==> config.mk <==
export PLATFORM = sky130hd
export DESIGN_NAME = timer_ctrl
export DESIGN_NICKNAME = d
export VERILOG_FILES = /design/src/rtl/timer_ctrl.sv
export SDC_FILE = /design/constraint.sdc
export NUM_CORES = 1
export LEC_CHECK = 0
export ABC_AREA = 0
export BUFFER_PORTS_ARGS = -buffer_cell sky130_fd_sc_hd__clkbuf_2
export CORE_MARGIN = 2
export CORE_UTILIZATION = 50
export CTS_BUF_LIST = sky130_fd_sc_hd__clkbuf_8
export DETAILED_ROUTE_END_ITERATION = 10
export GPL_ROUTABILITY_DRIVEN = 1
export PLACE_DENSITY = 0.72
export SYNTH_ARGS = -nofsm -noshare
export SYNTH_HDL_FRONTEND = slang
export SYNTH_SLANG_ARGS = --single-unit
==> constraint.sdc <==
create_clock -name clk -period 2.1 [get_ports clk]
set_clock_uncertainty 0.1 [all_clocks]
set_input_delay 0.315 -clock clk [delete_from_list [all_inputs] [get_ports clk]]
set_output_delay 0.315 -clock clk [all_outputs]
set_load 0.02 [all_outputs]
==> src/rtl/timer_ctrl.sv <==
// Command sequencer for the timer's CPU port: validated per-digit time writes
// and coherent multi-digit reads that retry when the minute rolls over mid-read.
module timer_ctrl #(
  parameter int unsigned RETRY_MAX = 3
) (
  input  logic        clk,
  input  logic        rst,
  input  logic        cmd_set,
  input  logic        cmd_get,
  input  logic [12:0] set_time,
  output logic [12:0] get_time,
  output logic        busy,
  output logic        done,
  output logic        err,
  output logic        tmr_sel,
  output logic        tmr_we,
  output logic [1:0]  tmr_addr,
  output logic [3:0]  tmr_wdata,
  input  logic [3:0]  tmr_rdata
);

  localparam int unsigned TIME_W  = 13;
  localparam int unsigned RETRY_W = 3;

  typedef enum logic [1:0] {IDLE, WR, RD, FIN} state_t;

  state_t             state;
  logic [2:0]         beat;
  logic [RETRY_W-1:0] retry;
  logic [TIME_W-1:0]  set_q;
  logic [3:0]         cap_m0;
  logic [2:0]         cap_m1;
  logic [3:0]         cap_h0;
  logic [1:0]         cap_h1;

  // Digit of a packed time for a timer address, zero-extended to 4 bits.
  function automatic logic [3:0] wr_digit(input logic [TIME_W-1:0] t, input logic [1:0] a);
    case (a)
      2'd3:    return {2'b00, t[12:11]};
      2'd2:    return t[10:7];
      2'd1:    return {1'b0, t[6:4]};
      default: return t[3:0];
    endcase
  endfunction

  function automatic logic legal(input logic [TIME_W-1:0] t);
    return (t[12:11] <= 2'd2) && (t[10:7] <= 4'd9) && (t[6:4] <= 3'd5) &&
           (t[3:0] <= 4'd9) && !((t[12:11] == 2'd2) && (t[10:7] > 4'd3));
  endfunction

  // FIN is the done cycle; it accepts commands exactly like IDLE.
  always_ff @(posedge clk) begin
    if (rst) begin
      state     <= IDLE;
      beat      <= '0;
      retry     <= '0;
      set_q     <= '0;
      cap_m0    <= '0;
      cap_m1    <= '0;
      cap_h0    <= '0;
      cap_h1    <= '0;
      get_time  <= '0;
      busy      <= 1'b0;
      done      <= 1'b0;
      err       <= 1'b0;
      tmr_sel   <= 1'b0;
      tmr_we    <= 1'b0;
      tmr_addr  <= '0;
      tmr_wdata <= '0;
    end else begin
      done <= 1'b0;
      case (state)
        IDLE, FIN: begin
          state <= IDLE;
          if (cmd_set) begin
            if (legal(set_time)) begin
              set_q     <= set_time;
              err       <= 1'b0;
              busy      <= 1'b1;
              tmr_sel   <= 1'b1;
              tmr_we    <= 1'b1;
              tmr_addr  <= 2'd3;
              tmr_wdata <= wr_digit(set_time, 2'd3);
              beat      <= '0;
              state     <= WR;
            end else begin
              done <= 1'b1;
              err  <= 1'b1;
            end
          end else if (cmd_get) begin
            err      <= 1'b0;
            busy     <= 1'b1;
            tmr_sel  <= 1'b1;
            tmr_we   <= 1'b0;
            tmr_addr <= 2'd0;
            beat     <= '0;
            retry    <= '0;
            state    <= RD;
          end
        end

        WR: begin
          if (beat == 3'd3) begin
            tmr_sel <= 1'b0;
            tmr_we  <= 1'b0;
            busy    <= 1'b0;
            done    <= 1'b1;
            state   <= FIN;
          end else begin
            beat      <= beat + 3'd1;
            tmr_addr  <= tmr_addr - 2'd1;
            tmr_wdata <= wr_digit(set_q, tmr_addr - 2'd1);
          end
        end

        RD: begin
          // rdata on the bus now belongs to the beat issued one cycle earlier
          case (beat)
            3'd1:    cap_m0 <= tmr_rdata;
            3'd2:    cap_m1 <= tmr_rdata[2:0];
            3'd3:    cap_h0 <= tmr_rdata;
            3'd4:    cap_h1 <= tmr_rdata[1:0];
            default: ;
          endcase
          if (beat < 3'd4) begin
            beat     <= beat + 3'd1;
            tmr_addr <= (beat == 3'd3) ? 2'd0 : 2'(beat + 3'd1);
          end else if (beat == 3'd4) begin
            beat    <= 3'd5;
            tmr_sel <= 1'b0;
          end else if ((tmr_rdata == cap_m0) || (retry == RETRY_W'(RETRY_MAX))) begin
            get_time <= {cap_h1, cap_h0, cap_m1, tmr_rdata};
            err      <= (tmr_rdata != cap_m0);
            busy     <= 1'b0;
            done     <= 1'b1;
            state    <= FIN;
          end else begin
            retry    <= retry + RETRY_W'(1);
            beat     <= '0;
            tmr_sel  <= 1'b1;
            tmr_addr <= 2'd0;
          end
        end

        default: state <= IDLE;
      endcase
    end
  end

endmodule

==> impl_metrics.env <==
export IMPL_first_global_vias=2444
export IMPL_arrival_ps=2150
export IMPL_grt_max_degree=54
export IMPL_combPwrFrac=0.344
export IMPL_clock_latency_ps=340
export IMPL_io_buffers=44
export IMPL_min_period_ps=1970
export IMPL_first_pass_iters=5
export IMPL_netlist_area_um2=2800
export IMPL_numCtsBuffers=9
export IMPL_grt_setup_unrepaired="false"
export IMPL_placed_cell_area_um2=3170
export IMPL_root_buffer="clkbuf_8"
export IMPL_synth_flop_cell="dfxtp_1"
export IMPL_clkTransAtPathRegs_ps=70
export IMPL_worstPathRequired_ps=2280
export IMPL_cap_violations=0
export IMPL_post_drt_wl_per_cell_um=14.4
export IMPL_synth_edf_count=0
export IMPL_antenna_found_initial=0
export IMPL_rr_worst_depth=7
export IMPL_place_gp_congestion=0.866
export IMPL_routed_wl_mm=6.73
export IMPL_slowest_delay_ps=320
export IMPL_p_seq_frac=0.366
export IMPL_fmax_mhz=506
export IMPL_hold_path_class="in2reg"
export IMPL_ir_drop_mv=0.725
export IMPL_cts_tree="built"
export IMPL_outcome="finished, final reports clean"
export IMPL_synth_cells=335
export IMPL_relSlewSlack=0.613
export IMPL_cts_sinks=58
export IMPL_multi_input_area_um2=1500
export IMPL_setup_viol=0
export IMPL_setup_ws_ps=126
export IMPL_slowest_stage="dfxtp_1"
export IMPL_tightest_slew_ps=572
export IMPL_clockBufferDepth=2
export IMPL_drtIter0Drc=272
export IMPL_syn_avg_cell_area_um2=8.34
export IMPL_hold_depth=3
export IMPL_drc_errors=0
export IMPL_fillers=510
export IMPL_htree_levels=3
export IMPL_synthToLayoutAreaGrowth_pct=20.5
export IMPL_synth_seq_cells=58
export IMPL_die_area_um2=6200
export IMPL_p_int_mw=2.23
export IMPL_nets=424
export IMPL_fp_row_count=27
export IMPL_slew_viol_final=0
export IMPL_p_leak_nw=1.35
export IMPL_p_sw_frac=0.363
export IMPL_cts_hold_buf=0
export IMPL_core_area_um2=5440
export IMPL_fin_crit_sh=0.940
export IMPL_p_sw_mw=1.27
export IMPL_end_kind="register"
export IMPL_grt_util_all_layers=0.241
export IMPL_dp_hpwl_mm=4.76
export IMPL_vias_per_cell=5.52
export IMPL_final_common_cell="nand2_1"
export IMPL_worst_path_most_repeated_cell="ha_1"
export IMPL_clkPwrFrac=0.290
export IMPL_grt_pass1_wl_mm=11.6
export IMPL_fp_dieH_um=78.8
export IMPL_drive_gt1_frac=0.220
export IMPL_diodes=0
export IMPL_die_w_um=78.8
export IMPL_syn_nets=369
export IMPL_post_cts_setup_buffer_count=0
export IMPL_path_cells="ha_1 -> ha_1 -> inv_1 -> o41a_1 -> nand3_1 -> or2_2 -> a21oi_1"
export IMPL_vias=2576
export IMPL_crit_type="reg2reg"
export IMPL_initial_core_util=0.514
export IMPL_hold_violations=0
export IMPL_pin_count=45
export IMPL_synth_cell_types=46
export IMPL_seqCellArea_um2=1160
export IMPL_p_per_area_nw_per_um2=1040
export IMPL_start_kind="register"
export IMPL_ant_nets=0
export IMPL_synth_warnings=0
export IMPL_crit_path_max_fanout=5
export IMPL_synthArstFlopShare=0
export IMPL_ys_seq_area_frac=0.415
export IMPL_place_ws_ps=45.2
export IMPL_overflow=0
export IMPL_setup_tns_ps=0
export IMPL_final_cell_area_um2=3370
export IMPL_layout_common_cells="58 x nand2_1, 57 x dfxtp_1, 44 x clkbuf_2"
synthesized netlist by cell type, types with 13 or more instances:
| library cell | number | area [um2] |
|---|---|---|
| ha_1 | 13 | 163 |
| dfxtp_1 | 58 | 1160 |
| nor2_1 | 23 | 86.3 |
| nand2_1 | 58 | 218 |
| o21ai_0 | 14 | 70.1 |
| clkbuf_1 | 14 | 52.6 |
| mux2i_1 | 19 | 190 |
| a21oi_1 | 34 | 170 |
| nand3_1 | 20 | 100 |
| inv_1 | 16 | 60.1 |
state kept, by name (all words and copies together) (netlist names), 2 cells and up:
| name | count |
|---|---|
| get_time | 13 |
| set_q | 13 |
| cap_h0 | 4 |
| cap_m0 | 4 |
| tmr_wdata | 4 |
| beat | 3 |
| cap_m1 | 3 |
| retry | 3 |
| cap_h1 | 2 |
| state | 2 |
| tmr_addr | 2 |
repair_timing:
action,4_1_cts,5_1_grt
gates resized for setup,0,4
endpoints found under the hold margin,0,0
endpoints found under the setup margin,0,3
logic make-up after synthesis:
logic type                 synth area share
xor gates and xnor gates             0.0125
AOI/OAI and AO/OA                     0.185
DFF                                   0.415
adders and majority gates            0.0582
muxes                                0.0801
and+or+nand+nor                       0.200
buffers and inverters                0.0483
through the flow:
step / util / hold slack [ps] / power, mW / cells
after global placement: 0.582 / 336 / 2.47 / 451
after global routing: 0.619 / 142 / 3.70 / 467
after CTS: 0.618 / 100 / 3.50 / 467
final: 0.619 / 107 / 3.50 / 467
after floorplan: - / 332 / 2.08 / 335
after detailed placement: 0.582 / 346 / 2.48 / 451
routing by layer:
metal,wire (um),vias to the layer above,global-route usage
met5,0,-,0
met4,133,0,0.109
met3,414,11,0.0489
met2,2880,79,0.347
met1,3300,1189,0.347
li1,-,1297,-
area by class of cell:
cell class                 instances  area share
multi-input combinational        244       0.447
tap                               72      0.0267
clock inverter                     6      0.0171
timing repair buffer              60       0.105
inverter                          17      0.0189
clock buffer                      10      0.0409
sequential                        58       0.345
critical path, delay by kind of cell (launching register included):
family | cells | cell delay [ps]
adder cells (fa/ha/maj) | 2 | 440
AND/OR/NAND/NOR | 2 | 530
buffers and inverters | 1 | 70
flip-flops | 1 | 320
AO/OA/AOI/OAI | 2 | 430
power groups by stage:
stage,registers [mW],clock network (mW),logic [mW]
after floorplan,1.37,0,0.715
after global placement,1.30,0,1.17
after detailed placement,1.31,0,1.18
after CTS,1.28,1.03,1.19
after global routing,1.30,1.09,1.32
final,1.28,1.01,1.20
worst paths after layout:
path          endpoint  slack [ps]   startpoint
min           set_q[0]         110  set_time[0]
max reg2reg   retry[0]         130     retry[0]
min reg2reg  cap_h0[1]         350    cap_h0[1]
max           retry[0]         130     retry[0]
(Power assumes the default switching activity.)
